<file path="src/rtl/aes_pkg.sv">
// Shared AES datapath constants, FSM state type and the GF(2^8) xtime helper.
package aes_pkg;

  localparam int BYTE     = 8;
  localparam int WORD     = 32;
  localparam int SENTENCE = 128;

  localparam logic [BYTE-1:0] GF_POLY = 8'h1b;

  typedef enum logic [1:0] {
    IDLE,
    CALC,
    DONE
  } state_e;

  // Multiply by {02} in GF(2^8) modulo x^8+x^4+x^3+x+1.
  function automatic logic [BYTE-1:0] xtime(input logic [BYTE-1:0] b);
    return {b[BYTE-2:0], 1'b0} ^ (b[BYTE-1] ? GF_POLY : '0);
  endfunction

endpackage

</file>
<file path="src/rtl/inv_mix_word.sv">
// Combinational InvMixColumns transform of one 32-bit column (row-0 byte in the MSB).
module inv_mix_word
  import aes_pkg::*;
(
  input  logic [WORD-1:0] inpt,
  output logic [WORD-1:0] oupt
);

  // a[3] is row 0 (MSB) down to a[0] as row 3.
  logic [3:0][BYTE-1:0] a;
  logic [3:0][BYTE-1:0] x2, x4, x8;
  logic [3:0][BYTE-1:0] m9, mb, md, me;

  always_comb begin
    a  = inpt;
    x2 = '0;
    x4 = '0;
    x8 = '0;
    m9 = '0;
    mb = '0;
    md = '0;
    me = '0;
    for (int unsigned i = 0; i < 4; i++) begin
      x2[i] = xtime(a[i]);
      x4[i] = xtime(x2[i]);
      x8[i] = xtime(x4[i]);
      m9[i] = x8[i] ^ a[i];
      mb[i] = x8[i] ^ x2[i] ^ a[i];
      md[i] = x8[i] ^ x4[i] ^ a[i];
      me[i] = x8[i] ^ x4[i] ^ x2[i];
    end
  end

  always_comb begin
    oupt = {me[3] ^ mb[2] ^ md[1] ^ m9[0],
            m9[3] ^ me[2] ^ mb[1] ^ md[0],
            md[3] ^ m9[2] ^ me[1] ^ mb[0],
            mb[3] ^ md[2] ^ m9[1] ^ me[0]};
  end

endmodule

</file>
<file path="src/rtl/inv_mix_columns_iter.sv">
// Iterative AES InvMixColumns engine with valid/ready in and out.
// Define INV_MIX_COL_PAR_EN to compute all four columns in a single CALC cycle.
module inv_mix_columns_iter
  import aes_pkg::*;
(
  input  logic                clk,
  input  logic                rst,
  input  logic [SENTENCE-1:0] inpt,
  input  logic                in_valid,
  output logic                in_ready,
  output logic [SENTENCE-1:0] oupt,
  output logic                out_valid,
  input  logic                out_ready
);

  // Index 3 holds column 0 (the MSB word) so packing matches the ports directly.
  state_e               state_q, state_d;
  logic [3:0][WORD-1:0] src_q, src_d;
  logic [3:0][WORD-1:0] res_q, res_d;

`ifdef INV_MIX_COL_PAR_EN
  logic [3:0][WORD-1:0] par_res;

  for (genvar g = 0; g < 4; g++) begin : g_col
    inv_mix_word u_inv_mix_word (
      .inpt (src_q[g]),
      .oupt (par_res[g])
    );
  end
`else
  logic [1:0]      col_q, col_d;
  logic [WORD-1:0] col_src;
  logic [WORD-1:0] col_res;

  always_comb begin
    col_src = src_q[2'd3 - col_q];
  end

  inv_mix_word u_inv_mix_word (
    .inpt (col_src),
    .oupt (col_res)
  );
`endif

  always_ff @(posedge clk or posedge rst) begin
    if (rst) begin
      state_q <= IDLE;
      src_q   <= '0;
      res_q   <= '0;
`ifndef INV_MIX_COL_PAR_EN
      col_q   <= '0;
`endif
    end else begin
      state_q <= state_d;
      src_q   <= src_d;
      res_q   <= res_d;
`ifndef INV_MIX_COL_PAR_EN
      col_q   <= col_d;
`endif
    end
  end

  always_comb begin
    state_d   = state_q;
    src_d     = src_q;
    res_d     = res_q;
    in_ready  = 1'b0;
    out_valid = 1'b0;
`ifndef INV_MIX_COL_PAR_EN
    col_d     = col_q;
`endif
    case (state_q)
      IDLE: begin
        in_ready = 1'b1;
        if (in_valid) begin
          src_d   = inpt;
          res_d   = '0;
          state_d = CALC;
`ifndef INV_MIX_COL_PAR_EN
          col_d   = '0;
`endif
        end
      end
      CALC: begin
`ifdef INV_MIX_COL_PAR_EN
        res_d   = par_res;
        state_d = DONE;
`else
        res_d[2'd3 - col_q] = col_res;
        col_d = col_q + 2'd1;
        if (col_q == 2'd3) begin
          state_d = DONE;
        end
`endif
      end
      DONE: begin
        out_valid = 1'b1;
        if (out_ready) begin
          state_d = IDLE;
        end
      end
      default: begin
        state_d = IDLE;
      end
    endcase
  end

  always_comb begin
    oupt = res_q;
  end

endmodule
</file>
<file path="config.mk">
export PLATFORM = sky130hd
export DESIGN_NAME = inv_mix_columns_iter
export DESIGN_NICKNAME = d
export VERILOG_FILES = /design/src/rtl/aes_pkg.sv /design/src/rtl/inv_mix_word.sv /design/src/rtl/inv_mix_columns_iter.sv
export SDC_FILE = /design/constraint.sdc
export NUM_CORES = 1
export LEC_CHECK = 0
export BUFFER_PORTS_ARGS = -buffer_cell sky130_fd_sc_hd__buf_4
export CAP_MARGIN = 20
export CORE_MARGIN = 10
export CORE_UTILIZATION = 45
export CTS_CLUSTER_DIAMETER = 60
export DETAILED_ROUTE_END_ITERATION = 6
export GPL_TIMING_DRIVEN = 1
export PLACE_DENSITY_LB_ADDON = 0.25
export SLEW_MARGIN = 25
export SYNTH_ARGS = -nofsm -noshare
export SYNTH_HDL_FRONTEND = slang
export SYNTH_SLANG_ARGS = --single-unit
export TNS_END_PERCENT = 10
</file>
<file path="constraint.sdc">
create_clock -name clk -period 8.3 [get_ports clk]
set_input_delay 1.245 -clock clk [delete_from_list [all_inputs] [get_ports clk]]
set_output_delay 1.245 -clock clk [all_outputs]
set_load 0.01 [all_outputs]
</file>
# Word level (Yosys, flattened, before mapping)
# Index checks and enable logic that the tools add are counted.
# W data, S select, Z words.
# classes
n_reduce_logical	6
add_sub_neg	2
n_eq_ne	6
bitwise_logic	48
n_lt_le_gt_ge	2
mux	27
# ops
operator	n
$xor A8 B8 Y8	48
$pmux W128 S2	1
$bwmux W128	1
$mux W128	1
$bmux W32 S2	1
$demux W32 S2	1
$mux W32	2
$mux W5	12
$mux W2	4
$ne A2 B2 Y1 const B	3
$pmux W2 S3	1
$eq A2 B2 Y1 const B	2
$pmux W2 S2	1
$reduce_and A2 Y1	2
$lt A2 B3 Y1 const B	1
$reduce_and A3 Y1	1
$add A2 B1 Y2 const B	1
$eq A2 B1 Y1 const B	1
$ge A2 B1 Y1 const B	1
$logic_not A2 Y1	1
$mux W1	2
$reduce_bool A2 Y1	1
$sub A2 B2 Y2 const A	1
$logic_and A1 B1 Y1	1
# word_totals
output_inout_bits	130
input_bits	132
elab_cells	101
register_bits	260

# Depth between registers and ports, before layout
# Gate-level depths: netlist of the first run.
# depth
word_depth	16
ltp_mapped	11
mapped_depth_nobuf	6

# Cells and area by module
# Synthesis of the first run repeated with hierarchy kept, for this count alone.
# unflattened
cells_unflattened	1028
hier_area_um2	14400.1
# by_module_without_submodules
mod	area_per_inst_um2	n_inst	cells_each
inv_mix_columns_iter	12004.0	1	814
inv_mix_word	2396.0	1	214

# Worst setup path before layout of the first run
# No wires, ideal clock.
# synth_path
kind	reg2reg
from	register col_q[0]
to	register res_q, in the netlist oupt[11]
synth_period_minus_slack_ns	3.043
path_stages_with_launch	8
t_arrival_ns	2.922
slack_ns	5.257
t_required_ns	8.179
path_cell_list	dfrtp_1 > buf_6 > mux4_1 > xor3_1 > xnor3_2 > xnor2_2 > xnor3_1 > a22o_1
# synth_via
elab_chain_len	14
elab_cells_between_ends	42
cone_classes	1 x add/sub; 2 x order compare; 16 x mux; 22 x bitwise; 1 x reduce/logical
# synth_rtl
element	line_no	rtl
start: declaration	inv_mix_columns_iter.sv:31	logic [1:0] col_q, col_d;
start signal: assignment	inv_mix_columns_iter.sv:58	col_q <= col_d;
$sub A2 B2 Y2 (*)	inv_mix_columns_iter.sv:36, inv_mix_columns_iter.sv:89	
$bmux W32 S2	inv_mix_columns_iter.sv:36	col_src = src_q[2'd3 - col_q];
$mux W32 (not written as such)	inv_mix_columns_iter.sv:36	
$mux W5 or $xor A8 B8 Y8 (tied branches)	aes_pkg.sv:18	return {b[BYTE-2:0], 1'b0} ^ (b[BYTE-1] ? GF_POLY : '0);
$xor A8 B8 Y8	aes_pkg.sv:18	
$xor A8 B8 Y8 or $mux W5 (tied branches)	aes_pkg.sv:18	
$xor A8 B8 Y8	aes_pkg.sv:18	
$xor A8 B8 Y8 (2 in series)	inv_mix_word.sv:29	md[i] = x8[i] ^ x4[i] ^ a[i];
$xor A8 B8 Y8 (3 in series)	inv_mix_word.sv:37	md[3] ^ m9[2] ^ me[1] ^ mb[0],
$bwmux W128 (*)	inv_mix_columns_iter.sv:89	res_d[2'd3 - col_q] = col_res;
$pmux W128 S2 (*)	inv_mix_columns_iter.sv:72	case (state_q)
end signal: assignment	inv_mix_columns_iter.sv:56	res_q <= res_d;
end: declaration	inv_mix_columns_iter.sv:19	logic [3:0][WORD-1:0] res_q, res_d;
# Every way passes the cells marked *; elsewhere a longest branch is shown, timed or not. The select of a mux whose other input is x is not followed.
# A chain may end at the register's enable or synchronous reset.

# Worst setup path after layout of the first run
# layout_path
from	register col_q[0]
to	register res_q, in the netlist oupt[43]
# Same word-level chain as after synthesis.

==> key figures, run 1 <==
Global routing
  • Pin count of the biggest net entering global routing: 190
  • Wire length of the first global-routing pass: ~53000 microns
  • Congestion Overflow GR: 0
  • Vias in the first global route: between 8000 and 9000
  • Total global routing track utilization: 19.3%
  • Initial antenna violation count: 1

Timing
  • Clock Skews: approximately 0.014 ns
  • RSZ-0062 raised after global routing: no
  • Setup TNS: 0 ns
  • Worst-Margin Slew: approximately 0.97 ns
  • Slew HR: a little over a third
  • Max Slew Vio Count: 0
  • Final setup viols: 0
  • Hold Vio Cnt, Final: 0
  • Final min period: between 3 and 4 ns
  • Final Cycle Share: 47.0%
  • Fmax: roughly 260 MHz

Synth
  • Synth top area share: just over 50%
  • Top_reg_cell synth: dfrtp_1
  • Post-Synth XOR/XNOR Area: about 18%
  • Synth Area in Compound Gates: 6.68%
  • Register area share after synthesis: 51.6%
  • Mean Syn Cell Area: ~14 sq um
  • Post-Synth Adder-Cell Area: less than 1%
  • Largest cells by area after synthesis: dfrtp_1 52%, mux2_2 11%, xnor2_1 7.0%
  • Largest family of logic cells by synthesized area: XOR/XNOR gates
  • Most frequent cell after synthesis: dfrtp_1
  • Synth unique cells: 29
  • Synth area leader: dfrtp_1
  • Post-Syn Nets: ~1000
  • Post-synthesis mux area share: ~17%
  • Asr flop ratio synth: 100%
  • Cell Area, Synth: between 10000 and 15000 sq um
  • Cells after Synth: between 900 and 1000
  • Post-synthesis register bit count: 260
  • Simple-Gate Fraction of Synth Area: 3.11%
  • Syn. warnings: 0
  • Synth cell count leaders: 260 x dfrtp_1, 128 x mux2_2, 101 x xnor2_1, 84 x nand2_1, 68 x o21ai_0
  • EDFF count, synth: 0

CTS
  • Latest clock arrival within the worst-skew pair: between 0.5 and 0.6 ns
  • CTS root buffer: clkbuf_16
  • Max Root-Sink Buffers: 3
  • Clock Sink Count: 260
  • CTS tree: yes
  • Reg clk slew, reported paths: approximately 0.060 ns
  • Resize count post-CTS: 0
  • Hold buffer count at cts: 0
  • CTS Buf Count: 28
  • H-tree Lvls: 1
  • Post-CTS setup buffers: 0

Cells and area
  • Area Growth Syn to Fin: 25.6%
  • Fillers: between 2000 and 2500
  • Layout cells sized above 1: between 40% and 50%
  • Antenna cell count: 0
  • Final Net Count: 1285

Job
  • Maxcap violations: 0

Drt
  • DRC Markers: 0
  • Via-per-instance ratio: 5.25
  • Iteration-0 DRC Markers: between 500 and 600
  • First-pass DRT Iterations: 4
  • Via count: between 8000 and 9000
  • Routed WL per cell: 22.5 microns
  • Final wirelength: 34800 microns
  • DRT antenna net count: 0

Setup path
  • CP top delay family: XOR/XNOR gates
  • Kind of critical path: flop to flop
  • R2R Path End: oupt[43]
  • R2r setup slk: around 4.4 ns
  • CP Data Arrival Time: roughly 4.3 ns
  • Worst setup SP type: flop
  • Worst Setup End Kind: flop
  • CP peak stage delay: between 0.7 and 0.8 ns
  • Crit-path cells: buf_4 -> mux4_1 -> xor3_1 -> xnor3_2 -> xnor2_2 -> xnor3_1 -> a22o_1
  • Crit path buffers/inverters: 1
  • Crit Path Max Fanout: 26
  • Worst r2r src: col_q[0]
  • Critical Path RT: just under 9 ns
  • Worst r2r path cells: 7
  • Slowest cell on the critical path: mux4_1

Floorplanning
  • Die X: roughly 190 microns
  • Starting Density: around 46%
  • Rows: about 60
  • Die area: 35100 sq um
  • IO Pins: 262
  • Die H: 187 microns
  • Total core area: between 20000 and 30000 sq um

Place
  • I/O Buffers: about 260
  • Post-DP HPWL: between 20000 and 30000 microns
  • GPL Wtd Cong: between 0.9 and 1

Hold path
  • Hold Crit Class: flop to flop
  • Hold EP: oupt[31]
  • Cells on Worst Hold Path: 2
  • Hold path start: oupt[31]

Status
  • Run status: complete, no violations
## metal layers
metal	vias up	GRT usage, %	wire, microns
met3	56	5.70	2860
met2	333	29.8	16000
met1	4074	26.1	15200
met4	2	4.65	674
li1	3642	-	-
met5	-	0	13
## sequential cells by signal (all words and copies together) (netlist names)
name	cells
oupt	128
src_q	128
col_q	2
state_q	2
## final cells by class
| cell class | count | area (sq um) | share of cell area, % |
|---|---|---|---|
| Timing Repair Buffer | 272 | 2070 | 13.1 |
| Tap cell | 378 | 473 | 2.99 |
| Multi-Input combinational cell | 582 | 5800 | 36.6 |
| Clock inverter | 8 | 121 | 0.766 |
| Inverter | 5 | 22.5 | 0.142 |
| Clock buffer | 40 | 837 | 5.28 |
| Sequential cell | 260 | 6510 | 41.1 |
## logic make-up (layout without fill, tap and decap cells)
group,count (synthesis),count (layout)
AO/OA/AOI/OAI,131,131
AND/OR/NAND/NOR,100,100
XOR/XNOR,186,186
multiplexers,161,161
adder cells (fa/ha/maj),4,4
flip-flops,260,260
buffers and inverters,63,325
## worst max-delay path by stage
| stage | from | to | slack [ns] | cells after the start |
|---|---|---|---|---|
| floorplan | rst | col_q[0] | 3.63 | 1 |
| global placement | col_q[0] | oupt[51] | 4.38 | 7 |
| detailed placement | col_q[0] | oupt[27] | 4.34 | 7 |
| CTS | col_q[0] | oupt[27] | 4.30 | 7 |
| global route | col_q[0] | oupt[19] | 4.14 | 7 |
| finish | col_q[0] | oupt[43] | 4.40 | 7 |
## layout by cell type, fill, tap and decap left out, types with 4 or more instances in the layout
master     synthesis  final
xnor3_1           28     28
mux4_2            28     28
nor2_2             0      4
xnor2_1          101    101
dfrtp_1          260    258
ha_1               4      4
o21ai_0           68     68
xor2_1            32     32
o21ai_1           13     13
inv_1              5      4
a22o_1            49     49
nor2_1             9      5
mux2_2           128    128
xnor2_2           10     10
clkbuf_16          0     29
xnor2_4            7      7
mux4_1             4      4
and2_1             5      4
clkbuf_8           0      7
clkbuf_1          41      4
nand2_1           84     84
buf_4              2    270
## worst register-to-register path, cell delays in order, from the launching register on
cell and delay (ns):
dfrtp_2 0.56, buf_4 0.51, mux4_1 0.74, xor3_1 0.52, xnor3_2 0.49, xnor2_2 0.23
xnor3_1 0.51, a22o_1 0.24
## metrics by stage
stage / worst slack, ns / hold WS [ns] / cell area, sq um / cells / utilization, %
after global routing: 4.14 / 0.502 / 15800 / 1545 / 57.2
after floorplan: 3.63 / 0.464 / 12600 / 905 / -
after global placement: 4.38 / 0.463 / 14900 / 1496 / 53.6
after detailed placement: 4.34 / 0.472 / 14900 / 1496 / 53.6
final: 4.40 / 0.480 / 15800 / 1545 / 57.2
after CTS: 4.30 / 0.485 / 15800 / 1544 / 57.1
Power of run 1 is not shown: default switching activity piles up to over one toggle a cycle in this logic, so the estimate is an artifact.
==> run 2, diff against run 1 <==
==> constraint.sdc (replaced) <==
create_clock -name clk -period 4 [get_ports clk]
set_input_delay 0.6 -clock clk [delete_from_list [all_inputs] [get_ports clk]]
set_output_delay 0.6 -clock clk [all_outputs]
set_load 0.01 [all_outputs]
==> run 2 against run 1 <==
Net effect: first-iteration DRC count down 2.8%; clock-buffer cell count fell by 4; sequential share of layout area decreased by 0.54 points; register-to-register slack worse by 4.0 ns; critical endpoint is now oupt[74]; sequential cell count stayed put; highest routed layer is now met4.
==> key figures, run 2 (same netlist as run 1, synthesis figures left out) <==
Setup path
  • Worst Setup End Kind: flop
  • Crit Path Max Fanout: 13 (-50%)
  • Worst setup SP type: flop
  • Critical Path RT: 4.39 ns (-4.33 ns)
  • R2R Path End: oupt[74]
  • Worst r2r path cells: 7 (unchanged)
  • R2r setup slk: 0.43 ns (-3.97 ns)
  • Kind of critical path: flop to flop
  • CP Data Arrival Time: 3.96 ns (-0.37 ns)
  • Worst r2r src: col_q[0]

Drt
  • Routed WL per cell: 22.4 microns (-0.21%)
  • DRC Markers: 0 (unchanged)
  • Via-per-instance ratio: 5.24 (-0.19%)
  • Final wirelength: 35100 microns (+0.88%)
  • First-pass DRT Iterations: 4 (unchanged)
  • DRT antenna net count: 0 (unchanged)
  • Via count: 8181 (+0.91%)
  • Iteration-0 DRC Markers: 523 (-2.8%)

CTS
  • CTS root buffer: clkbuf_16
  • Clock Sink Count: 260 (unchanged)
  • CTS tree: yes
  • H-tree Lvls: 1 (unchanged)
  • Max Root-Sink Buffers: 3 (unchanged)
  • CTS Buf Count: 28 (unchanged)
  • Post-CTS setup buffers: 0 (unchanged)
  • Reg clk slew, reported paths: 0.06 ns (about the same)
  • Latest clock arrival within the worst-skew pair: 0.55 ns (about the same)
  • Resize count post-CTS: 0 (unchanged)
  • Hold buffer count at cts: 0 (unchanged)

Cells and area
  • Final Instance Area: 16100 sq um (+1.3%)
  • Leading cell types in the layout, fill and taps excluded: 279 x buf_4, 258 x dfrtp_1, 128 x mux2_2, 101 x xnor2_1, 84 x nand2_1
  • Fillers: 2302 (+0.88%)
  • Most common cell after layout, fill and taps aside: buf_4
  • Layout cells sized above 1: 44.0% (+0.90 points)
  • FF/Latch Area: 6510 sq um (unchanged)
  • Area Growth Syn to Fin: 27.2%
  • Area of the multi-input gates: 5800 sq um (unchanged)
  • Final Net Count: 1298 (+1.0%)
  • Antenna cell count: 0 (unchanged)
  • Non-filler cells, final: 1562 (+1.1%)

Floorplanning
  • Die X: 187 microns (unchanged)
  • Starting Density: 45.5% (unchanged)
  • Total core area: 27700 sq um (unchanged)
  • Die area: 35100 sq um (unchanged)
  • Rows: 61 (unchanged)
  • Die H: 187 microns (unchanged)
  • IO Pins: 262 (unchanged)

Global routing
  • Initial antenna violation count: 0 (-1)
  • Met1 Use GR: 25.8% (-0.31 points)
  • Pin count of the biggest net entering global routing: 105 (-45%)
  • Top Usage Layer GRT: met2
  • Vias in the first global route: 8938 (+3.6%)
  • Wire length of the first global-routing pass: 54400 microns (+1.7%)
  • GR Util met2: 31.8% (+2.0 points)
  • Fraction of met3 tracks used by global routing: 5.82% (+0.11 points)
  • Total global routing track utilization: 19.6% (+0.31 points)
  • Congestion Overflow GR: 0 (unchanged)

Hold path
  • Hold Crit Class: input pin to asynchronous set/reset pin

Job
  • Maxcap violations: 0 (unchanged)

Place
  • Post-DP HPWL: 26300 microns (+1.3%)
  • GPL Wtd Cong: 0.925 (-5.7%)
  • DP Area: 15000 sq um (+1.1%)
  • Dpl cells: 1510 (+0.94%)
  • I/O Buffers: 261 (unchanged)

Timing
  • Hold Vio Cnt, Final: 0 (unchanged)
  • Final min period: 3.57 ns (-0.331 ns)
  • Final Cycle Share: 89.3% (+42 points)
  • Final setup viols: 0 (unchanged)
  • Clock Skews: 0.0186 ns (+0.00447 ns)
  • Max Slew Vio Count: 0 (unchanged)
  • Slew HR: 44.3% (+8.6 points)
  • Fmax: 280 MHz (+9.3%)
  • RSZ-0062 raised after global routing: no
  • Worst-Margin Slew: 0.834 ns (-0.132 ns)

Status
  • Run status: complete, no violations
[run 2: metrics by stage]
step / setup TNS (ns) / hold WS (ns) / util [%] / setup WS [ns]
floorplan: -7.17 / 0.464 / - / -0.0276
global placement: 0 / 0.462 / 54.1 / 0.472
detailed placement: 0 / 0.471 / 54.2 / 0.355
CTS: 0 / 0.121 / 57.9 / 0.348
global route: 0 / 0.138 / 57.9 / 0.227
finish: 0 / 0.115 / 57.9 / 0.428
[run 2: worst max-delay path, cell delays in order, from the launching register on]
cell     delay (ns)
dfrtp_2        0.65
buf_4          0.31
mux4_2         0.73
xnor2_2        0.34
xnor3_1        0.30
xnor3_1        0.40
xnor2_1        0.48
o21ai_0        0.20
[run 2: worst max-delay path by stage]
stage	start	to	slack, ns	depth (start not counted)
6_report	col_q[0]	oupt[74]	0.43	7
5_1_grt	col_q[0]	oupt[10]	0.23	7
4_1_cts	col_q[0]	oupt[74]	0.35	7
3_5_place_dp	col_q[0]	oupt[74]	0.36	7
3_3_place_gp	col_q[0]	oupt[42]	0.47	7
2_1_floorplan	rst	col_q[0]	-0.03	1
[run 2: layout make-up]
type | instances | share of cell area [%]
flip-flops and latches | 260 | 40.5
clock inverters | 16 | 1.48
inverters | 5 | 0.140
clock buffers | 36 | 4.93
well taps | 378 | 2.95
multi-input cells | 582 | 36.2
repair buffers | 285 | 13.8
[run 2: metal layers]
layer | routed length, microns | share of wire [%]
met1 | 15100 | 43
met2 | 16600 | 47
met5 | 0 | 0
met4 | 470 | 1.3
met3 | 2830 | 8.1
Power of run 2 is left out for the same reason.
==> run 3, diff against run 2 <==
--- a/config.mk
+++ b/config.mk
@@ -16,5 +16,5 @@
 export SLEW_MARGIN = 25
 export SYNTH_ARGS = -nofsm -noshare
 export SYNTH_HDL_FRONTEND = slang
+export SYNTH_HIERARCHICAL = 1
 export SYNTH_SLANG_ARGS = --single-unit
-export TNS_END_PERCENT = 10
==> run 3 against run 2 <==
Net effect: clock skew decreased by 0.0077 ns; cell area grew 9.1%; die area grew 13%; setup slack got worse by 0.083 ns; non-clock buffer count is 14 higher.
==> key figures, run 3 <==
Drt
  • Final wirelength: 41100 microns (+17%)
  • DRC Markers: 0 (unchanged)
  • Via-per-instance ratio: 5.70 (+8.8%)
  • DRT antenna net count: 0 (unchanged)
  • Via count: 9595 (+17%)
  • Iteration-0 DRC Markers: 641 (+23%)
  • First-pass DRT Iterations: 5 (+1)
  • Routed WL per cell: 24.4 microns (+8.7%)

Setup path
  • Most frequent CP cell: xnor3_1
  • Slowest cell on the critical path: mux4_2
  • Crit Path Max Fanout: 13 (unchanged)
  • Kind of critical path: flop to flop
  • Worst Setup End Kind: flop
  • CP peak stage delay: 0.70 ns (-0.03 ns)
  • Crit-path cells: buf_12 -> mux4_2 -> xnor3_1 -> xor2_1 -> xnor2_1 -> xnor3_1 -> nor2b_1 -> a221o_1
  • R2r setup slk: 0.34 ns (-0.08 ns)
  • CP Data Arrival Time: 4.09 ns (+0.13 ns)
  • Critical Path RT: 4.43 ns (+0.04 ns)
  • Worst setup SP type: flop

Synth
  • EDFF count, synth: 0 (unchanged)
  • Top_reg_cell synth: dfrtp_1
  • Register area share after synthesis: 45.2% (-6.4 points)
  • Cell Area, Synth: 14400 sq um (+14%)
  • Synth top area share: 45.2% (-6.4 points)
  • Syn. warnings: 6 (+6)
  • Most frequent cell after synthesis: dfrtp_1
  • Cells after Synth: 1028 (+14%)
  • Largest cells by area after synthesis: dfrtp_1 45%, mux2_2 10%, a221o_1 8.9%
  • Mean Syn Cell Area: 14.0 sq um (+0.50%)
  • Synth cell count leaders: 260 x dfrtp_1, 129 x mux2_2, 128 x a221o_1, 128 x and3b_1, 125 x xnor2_1
  • Post-synthesis register bit count: 260 (unchanged)
  • Synth unique cells: 30 (+3.4%)
  • Synth area leader: dfrtp_1
  • Post-Syn Nets: 1164 (+12%)
  • Asr flop ratio synth: 100% (unchanged)

CTS
  • Hold buffer count at cts: 0 (unchanged)
  • Post-CTS setup buffers: 0 (unchanged)
  • H-tree Lvls: 1 (unchanged)
  • CTS tree: yes
  • CTS root buffer: clkbuf_16
  • Clock Sink Count: 260 (unchanged)
  • Reg clk slew, reported paths: 0.06 ns (about the same)
  • Resize count post-CTS: 0 (unchanged)
  • CTS Buf Count: 30 (+7.1%)
  • Latest clock arrival within the worst-skew pair: 0.55 ns (about the same)
  • Max Root-Sink Buffers: 3 (unchanged)

Global routing
  • Initial antenna violation count: 0 (unchanged)
  • Vias in the first global route: 10000 (+12%)
  • Congestion Overflow GR: 0 (unchanged)
  • Total global routing track utilization: 20.2% (+0.64 points)
  • Wire length of the first global-routing pass: 62400 microns (+15%)
  • Pin count of the biggest net entering global routing: 122 (+16%)

Timing
  • Worst-Margin Slew: 0.933 ns (+0.0990 ns)
  • Final Cycle Share: 91.4% (+2.1 points)
  • Slew HR: 37.7% (-6.6 points)
  • Final setup viols: 0 (unchanged)
  • Fmax: 274 MHz (-2.3%)
  • Hold Vio Cnt, Final: 0 (unchanged)
  • Clock Skews: 0.0109 ns (-0.00770 ns)
  • RSZ-0062 raised after global routing: no
  • Final min period: 3.66 ns (+0.0831 ns)
  • Setup TNS: 0 ns (unchanged)
  • Max Slew Vio Count: 0 (unchanged)

Cells and area
  • Final Instance Area: 17500 sq um (+9.1%)
  • Most common cell after layout, fill and taps aside: buf_4
  • Area Growth Syn to Fin: 21.7%
  • Fillers: 2604 (+13%)
  • Layout cells sized above 1: 40.6% (-3.4 points)
  • Antenna cell count: 0 (unchanged)
  • Leading cell types in the layout, fill and taps excluded: 293 x buf_4, 257 x dfrtp_1, 129 x mux2_2, 128 x and3b_1, 128 x a221o_1
  • Final Net Count: 1395 (+7.5%)

Hold path
  • Hold Crit Class: input pin to asynchronous set/reset pin

Place
  • I/O Buffers: 261 (unchanged)
  • GPL Wtd Cong: 0.934 (+0.95%)
  • DP Area: 16600 sq um (+10%)
  • Post-DP HPWL: 29700 microns (+13%)

Job
  • Maxcap violations: 0 (unchanged)

Status
  • Run status: complete, no violations

Floorplanning
  • Die X: 199 microns (+6.1%)
  • Die area: 39600 sq um (+13%)
  • Total core area: 31600 sq um (+14%)
  • Starting Density: 45.6% (+0.10 points)
  • Die H: 199 microns (+6.1%)
  • IO Pins: 262 (unchanged)
  • Rows: 65 (+6.6%)
run 3: cell families after synthesis:
group,after synthesis,share of synthesized area [%]
buffers and inverters,104,4.63
flip-flops,260,45.2
adder cells (fa/ha/maj),4,0.348
XOR/XNOR,197,15.9
multiplexers,161,15.1
AO/OA/AOI/OAI,132,9.18
AND/OR/NAND/NOR,170,9.64
run 3: worst paths after layout:
kind                       startpoint         to  cells past startpoint
max                          col_q[0]   oupt[53]                      8
min                               rst   oupt[70]                      2
max reg2reg                  col_q[0]   oupt[53]                      8
min reg2reg                 src_q[33]  src_q[33]                      1
max in group asynchronous         rst   oupt[73]                      3
min in group clk             inpt[34]  src_q[34]                      2
run 3: final cells by class:
type | instances | area [sq um] | share of cell area [%]
clock buffer | 45 | 868 | 4.96
clock inverter | 10 | 66.3 | 0.379
inverter | 4 | 18.8 | 0.107
multi-input combinational | 664 | 7230 | 41.3
sequential | 260 | 6510 | 37.2
tap | 402 | 503 | 2.87
timing repair buffer | 299 | 2320 | 13.2
run 3: metrics by stage:
step,std cells,utilization (%),setup WS (ns),hold WS [ns]
detailed placement,1629,52.6,0.314,0.491
global route,1684,55.5,0.141,0.264
finish,1684,55.5,0.345,0.248
global placement,1629,52.6,0.321,0.485
floorplan,1028,-,-0.0276,0.475
CTS,1684,55.5,0.296,0.258
run 3: worst max-delay path: cells and delay by family, from the launching register on:
kind                   cells  cell delay [ns]
XOR/XNOR                   4             1.45
multiplexers               1             0.70
flip-flops                 1             0.59
AO/OA/AOI/OAI              1             0.35
buffers and inverters      1             0.22
AND/OR/NAND/NOR            1             0.20
run 3: per-layer routing:
| metal | share of wire (%) | GRT usage [%] | vias up |
|---|---|---|---|
| li1 | - | - | 4314 |
| met1 | 45 | 28.1 | 4958 |
| met2 | 48 | 33.0 | 286 |
| met3 | 5.7 | 3.24 | 37 |
| met4 | 1.2 | 3.59 | 0 |
| met5 | 0 | 0 | - |
Power of run 3 is left out for the same reason.
